==> src/rtl/pooling_output_buffer.sv <==
// rtl/pooling_output_buffer.sv - result capture, tagging and FWFT queue behind the pooling array
//
// Keeps only the final 2x2 maxima that arrive on odd feature rows. Each kept value is
// tagged with feature, pooled row and pooled column, then held in a small
// first-word-fall-through queue. The queue drains to the next layer over valid/ready.
//
// Ports:
//   clk, rst_n      clock, asynchronous active-low reset
//   clear           synchronous flush of queue, column counter and sticky flags
//   data_in         pooling array result
//   feature_idx     feature of data_in
//   feature_row     source row of data_in (odd rows carry final results)
//   input_valid     pooling array output_valid
//   data_out        head-of-queue pooled value
//   out_feature     feature of data_out
//   out_row         pooled row (feature_row >> 1)
//   out_col         pooled column
//   out_last        head entry closes the frame
//   output_valid    head entry present
//   output_ready    consumer accepts the head
//   overflow        sticky, a result was dropped on a full queue
//   frame_done      one-cycle pulse after the last entry of the frame is popped

`ifndef DATA_WIDTH
`define DATA_WIDTH 32
`endif

module pooling_output_buffer #(
  parameter int TOTAL_FEATURE = 4,
  parameter int FEATURE_WIDTH = 2,
  parameter int ROW_WIDTH     = 3,
  parameter int OUT_COLS      = 3,
  parameter int COL_WIDTH     = 2,
  parameter int OUT_ROWS      = 3,
  parameter int DEPTH         = 8,
  parameter int PTR_WIDTH     = 3
) (
  input  logic                     clk,
  input  logic                     rst_n,
  input  logic                     clear,
  input  logic [`DATA_WIDTH-1:0]   data_in,
  input  logic [FEATURE_WIDTH-1:0] feature_idx,
  input  logic [ROW_WIDTH-1:0]     feature_row,
  input  logic                     input_valid,
  output logic [`DATA_WIDTH-1:0]   data_out,
  output logic [FEATURE_WIDTH-1:0] out_feature,
  output logic [ROW_WIDTH-2:0]     out_row,
  output logic [COL_WIDTH-1:0]     out_col,
  output logic                     out_last,
  output logic                     output_valid,
  input  logic                     output_ready,
  output logic                     overflow,
  output logic                     frame_done
);

  localparam logic [FEATURE_WIDTH-1:0] LAST_FEATURE = FEATURE_WIDTH'(TOTAL_FEATURE - 1);
  localparam logic [COL_WIDTH-1:0]     LAST_COL     = COL_WIDTH'(OUT_COLS - 1);
  localparam logic [ROW_WIDTH-2:0]     LAST_ROW     = (ROW_WIDTH-1)'(OUT_ROWS - 1);
  localparam logic [PTR_WIDTH:0]       FULL_COUNT   = (PTR_WIDTH+1)'(DEPTH);

  // Queue storage, one array per tag field
  logic [`DATA_WIDTH-1:0]   mem_data    [DEPTH];
  logic [FEATURE_WIDTH-1:0] mem_feature [DEPTH];
  logic [ROW_WIDTH-2:0]     mem_row     [DEPTH];
  logic [COL_WIDTH-1:0]     mem_col     [DEPTH];
  logic                     mem_last    [DEPTH];

  logic [PTR_WIDTH-1:0] wr_ptr;
  logic [PTR_WIDTH-1:0] rd_ptr;
  logic [PTR_WIDTH:0]   count;
  logic [COL_WIDTH-1:0] col_cnt;

  logic                 push_req;
  logic                 push_ok;
  logic                 drop;
  logic                 pop;
  logic                 full;
  logic [ROW_WIDTH-2:0] pooled_row;
  logic                 entry_last;

  // Even rows only carry the upper half of the vertical window; they are ignored.
  assign push_req   = input_valid && feature_row[0];
  assign pooled_row = feature_row[ROW_WIDTH-1:1];
  assign full       = (count == FULL_COUNT);
  assign pop        = output_valid && output_ready;
  // A full queue still accepts when the head leaves in the same cycle.
  assign push_ok    = push_req && (!full || pop);
  assign drop       = push_req && full && !pop;
  assign entry_last = (feature_idx == LAST_FEATURE) && (col_cnt == LAST_COL) &&
                      (pooled_row == LAST_ROW);

  // Storage: cleared on reset so the head fields read 0 out of reset.
  always_ff @(posedge clk or negedge rst_n) begin
    if (!rst_n) begin
      for (int i = 0; i < DEPTH; i++) begin
        mem_data[i]    <= '0;
        mem_feature[i] <= '0;
        mem_row[i]     <= '0;
        mem_col[i]     <= '0;
        mem_last[i]    <= 1'b0;
      end
    end else if (!clear && push_ok) begin
      mem_data[wr_ptr]    <= data_in;
      mem_feature[wr_ptr] <= feature_idx;
      mem_row[wr_ptr]     <= pooled_row;
      mem_col[wr_ptr]     <= col_cnt;
      mem_last[wr_ptr]    <= entry_last;
    end
  end

  // Pointers, occupancy and column tracking; clear outranks push and pop.
  always_ff @(posedge clk or negedge rst_n) begin
    if (!rst_n) begin
      wr_ptr  <= '0;
      rd_ptr  <= '0;
      count   <= '0;
      col_cnt <= '0;
    end else if (clear) begin
      wr_ptr  <= '0;
      rd_ptr  <= '0;
      count   <= '0;
      col_cnt <= '0;
    end else begin
      if (push_ok) begin
        wr_ptr <= wr_ptr + 1'b1;
      end
      if (pop) begin
        rd_ptr <= rd_ptr + 1'b1;
      end
      case ({push_ok, pop})
        2'b10:   count <= count + 1'b1;
        2'b01:   count <= count - 1'b1;
        default: count <= count;
      endcase
      // The column closes once its last feature has actually been stored.
      if (push_ok && (feature_idx == LAST_FEATURE)) begin
        col_cnt <= (col_cnt == LAST_COL) ? '0 : col_cnt + 1'b1;
      end
    end
  end

  // Sticky overflow and end-of-frame pulse.
  always_ff @(posedge clk or negedge rst_n) begin
    if (!rst_n) begin
      overflow   <= 1'b0;
      frame_done <= 1'b0;
    end else if (clear) begin
      overflow   <= 1'b0;
      frame_done <= 1'b0;
    end else begin
      if (drop) begin
        overflow <= 1'b1;
      end
      frame_done <= pop && mem_last[rd_ptr];
    end
  end

  // Fall-through head: fields come straight from the entry at the read pointer.
  assign output_valid = (count != '0);
  assign data_out     = mem_data[rd_ptr];
  assign out_feature  = mem_feature[rd_ptr];
  assign out_row      = mem_row[rd_ptr];
  assign out_col      = mem_col[rd_ptr];
  assign out_last     = mem_last[rd_ptr];

endmodule

==> config.mk <==
export PLATFORM = sky130hd
export DESIGN_NAME = pooling_output_buffer
export DESIGN_NICKNAME = d
export VERILOG_FILES = /design/src/rtl/pooling_output_buffer.sv
export SDC_FILE = /design/constraint.sdc
export NUM_CORES = 1
export LEC_CHECK = 0
export CORE_ASPECT_RATIO = 1.4
export CORE_UTILIZATION = 53
export CTS_BUF_LIST = sky130_fd_sc_hd__clkbuf_16
export DETAILED_ROUTE_END_ITERATION = 10
export MAX_ROUTING_LAYER = met4
export PLACE_DENSITY_LB_ADDON = 0.12
export REMOVE_ABC_BUFFERS = 1
export SYNTH_ARGS = -nofsm -noshare
export SYNTH_HDL_FRONTEND = slang
export SYNTH_SLANG_ARGS = --single-unit
==> constraint.sdc <==
create_clock -name clk -period 2.9 [get_ports clk]
set_input_delay 0.58 -clock clk [delete_from_list [all_inputs] [get_ports clk]]
set_output_delay 0.58 -clock clk [all_outputs]
set_load 0.05 [all_outputs]
* Word level (Yosys, flattened, before mapping)
Cells that the tools add are included.
Storage, ports and cells: memories kept 0, logic and storage cells 121, bits in writable memories 0, output and inout port bits 42, bits in latches 0, memory bits (read-only) 0, input bits 42, register bits after elaboration 326
Cells by class: div/mod/pow operators 0, reduce and logical (&&, ||, !) cells 21, multiplexer cells 38, bitwise gates (word level) 2, multipliers 0, add/subtract/negate cells 5, equal/unequal tests 6, order comparisons 3, shifts and indexed selects 0
Operators by type and width (number):
- 256-bit bitwise mux | 1
- 32-bit binary-select mux with 3-bit select | 1
- 32-bit demux with 3-bit select | 1
- 32-bit 2-to-1 mux | 3
- 16-bit bitwise mux | 3
- 2-bit 2-to-1 mux | 10
- 2-bit binary-select mux with 3-bit select | 3
- 3-bit 2-to-1 mux | 4
- 1-bit logical AND | 11
- 8-bit bitwise mux | 1
- 2-bit equality test (second input constant) | 4
- 4-bit greater-or-equal comparator (second input constant) | 2
- 3-bit NOT with 4-bit output | 2
- 4-bit case mux with 2 select lines | 1
- 2-bit nonzero test | 4
- 3-bit by 1-bit adder with 3-bit output (second input constant) | 2
- 2-bit demux with 3-bit select | 1
- 1-bit 2-to-1 mux | 6
- 4-bit by 1-bit adder with 4-bit output (second input constant) | 1
- 4-bit equality test (second input constant) | 1
- 4-bit by 1-bit < comparator with 1-bit output (second input constant) | 1
- 4-bit 2-to-1 mux | 1
- 4-bit nonzero test | 1
- 4-bit by 1-bit subtractor with 4-bit output (second input constant) | 1
- other kinds (7) | 9

* Depth between registers and ports, before layout
Gate-level depths: netlist of run 1.
depth after elaboration 7, mapped depth 8, depth with buffers taken out 7

* Worst setup path before layout of run 1
No wires, ideal clock.
path kind reg-to-output, start register rd_ptr[0], end output data_out[0], required time 2320 ps, buffers on the path 3, path slack 325 ps, cell stages (with the launch flop) 6, arrival time 1995 ps, cells stage by stage dfrtp_1 buf_2 buf_2 buf_2 mux4_2 mux2_2
Between the ends: word-level cells in the longest chain between the ends 4
RTL lines:
- start: declaration | line 69 | logic [PTR_WIDTH-1:0] rd_ptr;
- start signal: assignment | line 128 | rd_ptr <= rd_ptr + 1'b1;
- 3-bit NOT with 4-bit output (not written as such) | line 160 | assign data_out = mem_data[rd_ptr];
- 32-bit binary-select mux with 3-bit select | line 160
- 32-bit 2-to-1 mux (not written as such) (2 in a row) | line 160
- end: declaration | line 45 | output logic [`DATA_WIDTH-1:0] data_out,
No other way between the ends. The select of a mux whose other input is x is not followed.

* Worst setup path in the final report of run 1
Ends and elaborated chain as after synthesis.

==> impl_results.md, run 1 <==
- Yosys reg bits: approximately 330
- Met2 Usage GRT: about two fifths
- Area share of the largest cell type after synthesis: a little over half
- Total clock sinks: ~330
- Overall global routing resource usage: around a quarter
- R2R Path Start: count[0]$_DFFE_PN0P_
- Req. time, crit path: around 2.3 ns
- Hold Worst Slack: 0.0253 ns
- Highest clock rate: 342 MHz
- Sum of overflow across all layers after global routing: 0
- Critical Path Sink Type: output pin
- Routed via count: just over 8000
- Clk Tree Root Cell: clkbuf_16
- Number of buffers inserted by port buffering: 83
- Run status: complete, but fails checks
- Width of the chip: about 140 µm
- Met1 usage: 31.0%
- Antenna viol nets, final: 0
- Vias per cell: 5.82
- Number of diodes: 0
- Final non-filler cell area: roughly 18000 µm²
- Count of final max-slew check failures: 0
- Worst Clk Skew: 0.0164 ns
- Ys async rst share: 100%
- Yosys warning total: 0
- Top cell types by occurrence after synthesis: dfrtp_1, mux2_2, mux4_2
- Reg-to-reg critical path endpoint: count[3]$_DFFE_PN0P_
- Violated checks: setup timing
- Share of layout cells above drive strength 1: 51.1%
- H-tree depth reported by CTS: 2
- DP HPWL: 18100 µm
- Number of max-cap violations: 0
- Post-synth EDFFs: 0
- First-pass GRT wire length: around 50000 µm
- Cell type contributing the most total cell area after synthesis: dfrtp_1
- Clock buffer depth: 3
- Total wire length after detailed routing: 31000 µm
- Synthesized area per cell: 16.3 µm²
- Sequential share of the synthesized area: approximately 55%
- Final layout net count: 1068
- Crit Path Max Fanout: 6
- Max-slew headroom at the worst pin: 61.4%
- Number of different library cells in the post-synthesis netlist: 46
- Clock tree from TritonCTS: yes
- Grt met3 use: under 10%
- Reg2reg path depth: 8
- Effective utilization at floorplan: 53.8%
- Period utilization: 101%
- Most frequent cell after synthesis: dfrtp_1
- Antenna violations before repair: 0
- Final RePlAce weighted congestion: approximately 0.76
- Synthesized netlist cell count: between 900 and 1000
- Mapped cell area: 14900 µm²
- Die Outline Area: between 20000 and 30000 µm²
- Clock edge transition at the registers on the reported setup and hold paths: roughly 0.060 ns
- Total leakage power: around 8 nW
- Insertion delay of the later-clocked pin in the worst-skew pair: between 0.5 and 0.6 ns
- Setup repair after global routing missed its margin: true
- Pre-antenna DRT Iters: 4
- Area growth from synthesis to layout: 18.6%
- Total chip power: 0.0149 W
- Number of placed I/O pins: 84
- Min Tclk post-route: between 2 and 3 ns
- Final routed wire length divided by cell count: 21.9 µm
- Die H: 200 µm
- Startpoint-to-endpoint class of the critical path: reg -> out
- Layer with the highest usage after global routing: met2
- Final count of hold timing violations: 0
- Filler Cells Inserted: ~2000
- Setup TNS: -0.0274 ns
- Worst Tran Pin Value: a little under 0.6 ns
- Power density of the placed cells: between 800 and 900 nW/µm²
- Cts-stage hold buffer count: 0
- Post-route DRC violation count: 0
- Area inside the core boundary: roughly 28000 µm²
- Most used flip-flop cell after synthesis: dfrtp_1
- First DRT Iteration DRCs: ~370
- Number of buffers created by CTS: 34
- Startpoint class of the critical path: register
- R2r setup slk: around 0.53 ns
- Largest net degree at the start of global routing: between 60 and 70
- Number of failing setup endpoints in the final timing report: 2
- Cell types with the largest area share after synthesis: dfrtp_1, mux2_2, mux4_2
- Area of placed instances: 16300 µm²
- Class of the most critical hold timing path: in -> async
- Dpl ws: 0.201 ns
- Maximum vdd ir drop: 0.761 mV
- Worst EP arrival: between 2 and 2.5 ns
- Worst path setup slack after routing: -0.0205 ns
- Cell row count: 72
- Vias in the first global route: between 8000 and 9000
registers in the layout (all words and copies together) (netlist names):
register and count:
col_cnt 2, count 4, frame_done 1, mem_col 16, mem_data 256, mem_feature 16, mem_last 8, mem_row 16
overflow 1, rd_ptr 3, wr_ptr 3
metal layers:
metal | vias to the layer above | wire, µm
met5 | - | 0
met4 | 0 | 631
met3 | 44 | 791
met2 | 109 | 15800
met1 | 4431 | 13800
li1 | 3643 | -
kinds of logic after synthesis:
| family | count (synthesis) | synth area share (%) |
|---|---|---|
| multiplexers | 429 | 38.3 |
| AO/OA/AOI/OAI | 31 | 1.78 |
| XOR/XNOR | 6 | 0.353 |
| flip-flops | 326 | 54.8 |
| buffers and inverters | 73 | 2.77 |
| adder cells (fa/ha/maj) | 4 | 0.336 |
| AND/OR/NAND/NOR | 46 | 1.67 |
where the power goes:
part           switching (W)  total [W]  internal, W
combinational        0.00291    0.00556      0.00265
clock                0.00172    0.00389      0.00218
sequential          0.000290    0.00542      0.00513
per-stage QoR:
step	utilization [%]	instances
floorplan	-	851
global placement	59.0	1349
detailed placement	59.0	1349
CTS	63.6	1414
global route	63.9	1414
finish	63.9	1414
area by class of cell:
| cell class | count | area [µm²] | area share (%) |
|---|---|---|---|
| Inverter | 9 | 33.8 | 0.191 |
| Clock inverter | 23 | 101 | 0.574 |
| Sequential cell | 326 | 8170 | 46.2 |
| Tap cell | 370 | 463 | 2.62 |
| Timing Repair Buffer | 135 | 1590 | 9.01 |
| Multi-Input combinational cell | 516 | 6430 | 36.4 |
| Clock buffer | 35 | 876 | 4.96 |
worst max-delay path, stage by stage, from the launching register on:
cell and delay (ns):
dfrtp_4 0.50, buf_12 0.16, buf_12 0.14, buf_16 0.14, mux4_2 0.44, mux2_4 0.29
buf_6 0.15
timing repair:
item	in CTS	in global routing
resized for setup	42	17
cloned	3	0
pin swaps	0	0
buffers inserted	4	0
setup endpoints to repair	33	37
how the worst max path moves through the flow:
| stage | cells after the start | to | slack, ns | startpoint |
|---|---|---|---|---|
| 2_1_floorplan | 2 | out_last | -1.85 | rd_ptr[0]$_DFFE_PN0P_ |
| 3_3_place_gp | 6 | mem_data[53]$_DFFE_PN0P_ | 0.24 | output_ready |
| 3_5_place_dp | 6 | mem_data[14]$_DFFE_PN0P_ | 0.20 | output_ready |
| 4_1_cts | 6 | data_out[0] | -0.03 | rd_ptr[0]$_DFFE_PN0P_ |
| 5_1_grt | 6 | data_out[16] | -0.07 | rd_ptr[0]$_DFFE_PN0P_ |
| 6_report | 6 | data_out[0] | -0.02 | rd_ptr[0]$_DFFE_PN0P_ |
cells in the final DEF, fill, tap and decap left out, types with 4 or more instances in the layout:
master	synthesis	routed
a21oi_1	4	4
buf_12	0	21
buf_4	16	44
buf_6	7	13
buf_8	0	10
clkbuf_16	0	35
clkdlybuf4s50_1	0	42
clkinv_1	0	8
clkinv_2	0	4
dfrtp_1	326	323
ha_1	4	4
inv_1	9	18
mux2_1	40	40
mux2_2	303	289
mux2_4	0	14
mux2i_1	8	8
mux4_2	78	78
nand2_1	10	10
nor2_1	12	12
o21ai_0	9	9
Note: power is estimated with default switching activity, not from simulation.
==> inputs of run 2 (changes only) <==
--- a/config.mk
+++ b/config.mk
@@ -12,6 +12,7 @@
 export MAX_ROUTING_LAYER = met4
 export PLACE_DENSITY_LB_ADDON = 0.12
 export REMOVE_ABC_BUFFERS = 1
+export SLEW_MARGIN = 10
 export SYNTH_ARGS = -nofsm -noshare
 export SYNTH_HDL_FRONTEND = slang
 export SYNTH_SLANG_ARGS = --single-unit
==> results of run 2 <==
The final DEF is identical to that of run 1; final timing and power are the same.
==> inputs of run 3 (changes only) <==
--- a/config.mk
+++ b/config.mk
@@ -6,9 +6,10 @@
 export NUM_CORES = 1
 export LEC_CHECK = 0
 export CORE_ASPECT_RATIO = 1.4
-export CORE_UTILIZATION = 53
+export CORE_UTILIZATION = 30
 export CTS_BUF_LIST = sky130_fd_sc_hd__clkbuf_16
 export DETAILED_ROUTE_END_ITERATION = 10
+export HOLD_SLACK_MARGIN = 0.15
 export MAX_ROUTING_LAYER = met4
 export PLACE_DENSITY_LB_ADDON = 0.12
 export REMOVE_ABC_BUFFERS = 1
==> run 3 against run 2 <==
The run still ends with setup timing left. Sequential share of layout area shrank 1.6 points. Clock power grew 13%. Total power grew 6.5%. Non-clock buffer count grew 8. Maximum frequency shrank 0.76%. Global-route usage shrank 7.9 points. Routed wire length grew 20%. Largest power group unchanged.
==> impl_results.md, run 3 (synthesis results as in run 1) <==
- Combinational cell fraction of total power: a little under two fifths
- Hold Worst Slack: 0.479 ns
- Most frequent cells in the layout: dfrtp_1, mux2_2, mux4_2
- Area inside the core boundary: between 40000 and 50000 µm²
- Power density of the placed cells: ~870 nW/µm²
- Register with the highest flop count: mem_data
- Worst path setup slack after routing: -0.0427 ns
- Buffering stage count on the worst path with inverters included: 3
- First DRT Iteration DRCs: between 300 and 400
- Post-route DRC violation count: 0
- Delay of the slowest critical-path stage: approximately 0.52 ns
- Period utilization: 101%
- Number of diodes: 0
- Max FFs per register: 256
- Clock edge transition at the registers on the reported setup and hold paths: 0.06 ns
- Antenna violations before repair: 0
- Vias in the first global route: roughly 9100
- Routed via count: roughly 8200
- Leading cell type in the layout, fill and taps excluded: dfrtp_1
- Total clock sinks: roughly 330
- Dominant delay contributor by cell family on the critical path: multiplexers
- Number of placed I/O pins: 84
- Startpoint class of the critical path: register
- Clk Tree Root Cell: clkbuf_16
- Setup repair after global routing missed its margin: true
- Worst Tran Pin Value: 0.737 ns
- Pre-antenna DRT Iters: 4
- Final routed wire length divided by cell count: between 20 and 25 µm
- Fraction of power consumed by the clock network: ~28%
- Vias per cell: about 4.9
- Cell internal power dissipation: about 0.011 W
- Cell with the biggest individual delay on the critical path: dfrtp_4
- Highest clock rate: ~340 MHz
- Number of max-cap violations: 0
- Share of total power consumed by net switching: around 33%
- Total leakage power: roughly 8.4 nW
- Sum of overflow across all layers after global routing: 0
- Crit Path Max Fanout: 5
- Worst EP arrival: between 2 and 2.5 ns
- Startpoint-to-endpoint class of the critical path: reg -> out
- Min Tclk post-route: between 2 and 3 ns
- Max-slew headroom at the worst pin: ~51%
- Width of the chip: between 150 and 200 µm
- DP HPWL: 21100 µm
- Share of layout cells above drive strength 1: a little over 50%
- Final non-filler cell area: roughly 18000 µm²
- Die Outline Area: between 50000 and 60000 µm²
- Final layout net count: around 1100
- Overall global routing resource usage: 15.7%
- Cell row count: 96
- Clock tree from TritonCTS: yes
- Die H: 266 µm
- Reg power frac: 34.5%
- Total wire length after detailed routing: 37300 µm
- Final count of hold timing violations: 0
- Area of placed instances: ~17000 µm²
- Req. time, crit path: ~2.3 ns
- Area growth from synthesis to layout: 23.0%
- Insertion delay of the later-clocked pin in the worst-skew pair: about 0.52 ns
- Clock buffer depth: 3
- Run status: complete, but fails checks
- Violated checks: setup timing
- H-tree depth reported by CTS: 2
- Net switching power figure: around 0.0053 W
- Maximum vdd ir drop: around 0.5 mV
- Number of buffers inserted by port buffering: between 80 and 90
- Critical Path Sink Type: output pin
- Number of failing setup endpoints in the final timing report: 16
- Count of final max-slew check failures: 0
- Effective utilization at floorplan: 30.4%
- Final RePlAce weighted congestion: approximately 0.70
- Number of buffers created by CTS: 36
- Class of the most critical hold timing path: reg -> reg
- Series of cell instances along the critical path: bufbuf_16, buf_4, mux4_2, mux2_4, buf_6
- Worst Clk Skew: around 0.013 ns
- Dpl ws: around 0.21 ns
- Largest net degree at the start of global routing: 70
- Antenna viol nets, final: 0
- First-pass GRT wire length: 57900 µm
## run 3: cell count changes in the layout (fill, tap and decap cells not counted), sizes merged
cell	change
buf	+5
inv	+2
dlygate4sd3	+1
clkbuf	+4
bufinv	+3
clkinv	-4
## run 3: worst register-to-register path: cells and delay by family (launching register included)
kind	cells	cell delay [ns]
AO/OA/AOI/OAI	3	0.92
flip-flops	1	0.47
adder cells (fa/ha/maj)	1	0.37
AND/OR/NAND/NOR	2	0.32
multiplexers	1	0.12
## run 3: power by group through the flow
stage	sequential [W]	combinational (W)	clock, W
2_1_floorplan	0.00569	0.00332	0
3_3_place_gp	0.00554	0.00516	0
3_5_place_dp	0.00555	0.00517	0
4_1_cts	0.00547	0.00613	0.00457
5_1_grt	0.00554	0.00635	0.00472
6_report	0.00547	0.00600	0.00438
## run 3: repair_timing
item,CTS,global route
hold endpoints to repair,62,0
resized for setup,66,1
setup endpoints to repair,39,39
cloned,7,2
setup buffers,11,0
hold buffers,1,0
## run 3: path summary, 6_finish.rpt
check	startpoint	end	slack, ns	depth (start not counted)
hold / removal	mem_last[5]$_DFFE_PN0P_	mem_last[5]$_DFFE_PN0P_	0.48	2
setup reg to reg	count[2]$_DFFE_PN0P_	count[3]$_DFFE_PN0P_	0.59	7
min in group asynchronous	rst_n	mem_data[15]$_DFFE_PN0P_	0.64	2
max in group asynchronous	rst_n	mem_data[255]$_DFFE_PN0P_	1.49	3
hold reg to reg	mem_last[5]$_DFFE_PN0P_	mem_last[5]$_DFFE_PN0P_	0.48	2
setup / recovery	rd_ptr[0]$_DFFE_PN0P_	data_out[3]	-0.04	5
## run 3: layer usage
| layer | track usage, % | wire length [µm] | up-vias |
|---|---|---|---|
| li1 | - | - | 3667 |
| met1 | 20.7 | 17000 | 4441 |
| met2 | 25.9 | 18900 | 98 |
| met3 | 1.95 | 867 | 36 |
| met4 | 3.50 | 565 | 0 |
| met5 | - | 0 | - |
## run 3: cell type report
cell class | count | area, µm²
fillers | 4681 | 30700
well taps | 637 | 797
clock inverters | 24 | 174
inverters | 9 | 33.8
clock buffers | 37 | 926
flip-flops and latches | 326 | 8170
multi-input cells | 516 | 6430
repair buffers | 143 | 1790
## run 3: stage by stage
stage / instances / setup TNS (ns) / power [W] / util, %
2_1_floorplan: 851 / -231.76 / 0.00901 / -
3_3_place_gp: 1612 / 0 / 0.0107 / 34.0
3_5_place_dp: 1612 / 0 / 0.0107 / 34.0
4_1_cts: 1691 / -2.15 / 0.0162 / 37.3
5_1_grt: 1692 / -2.63 / 0.0166 / 37.4
6_report: 1692 / -0.248 / 0.0158 / 37.4
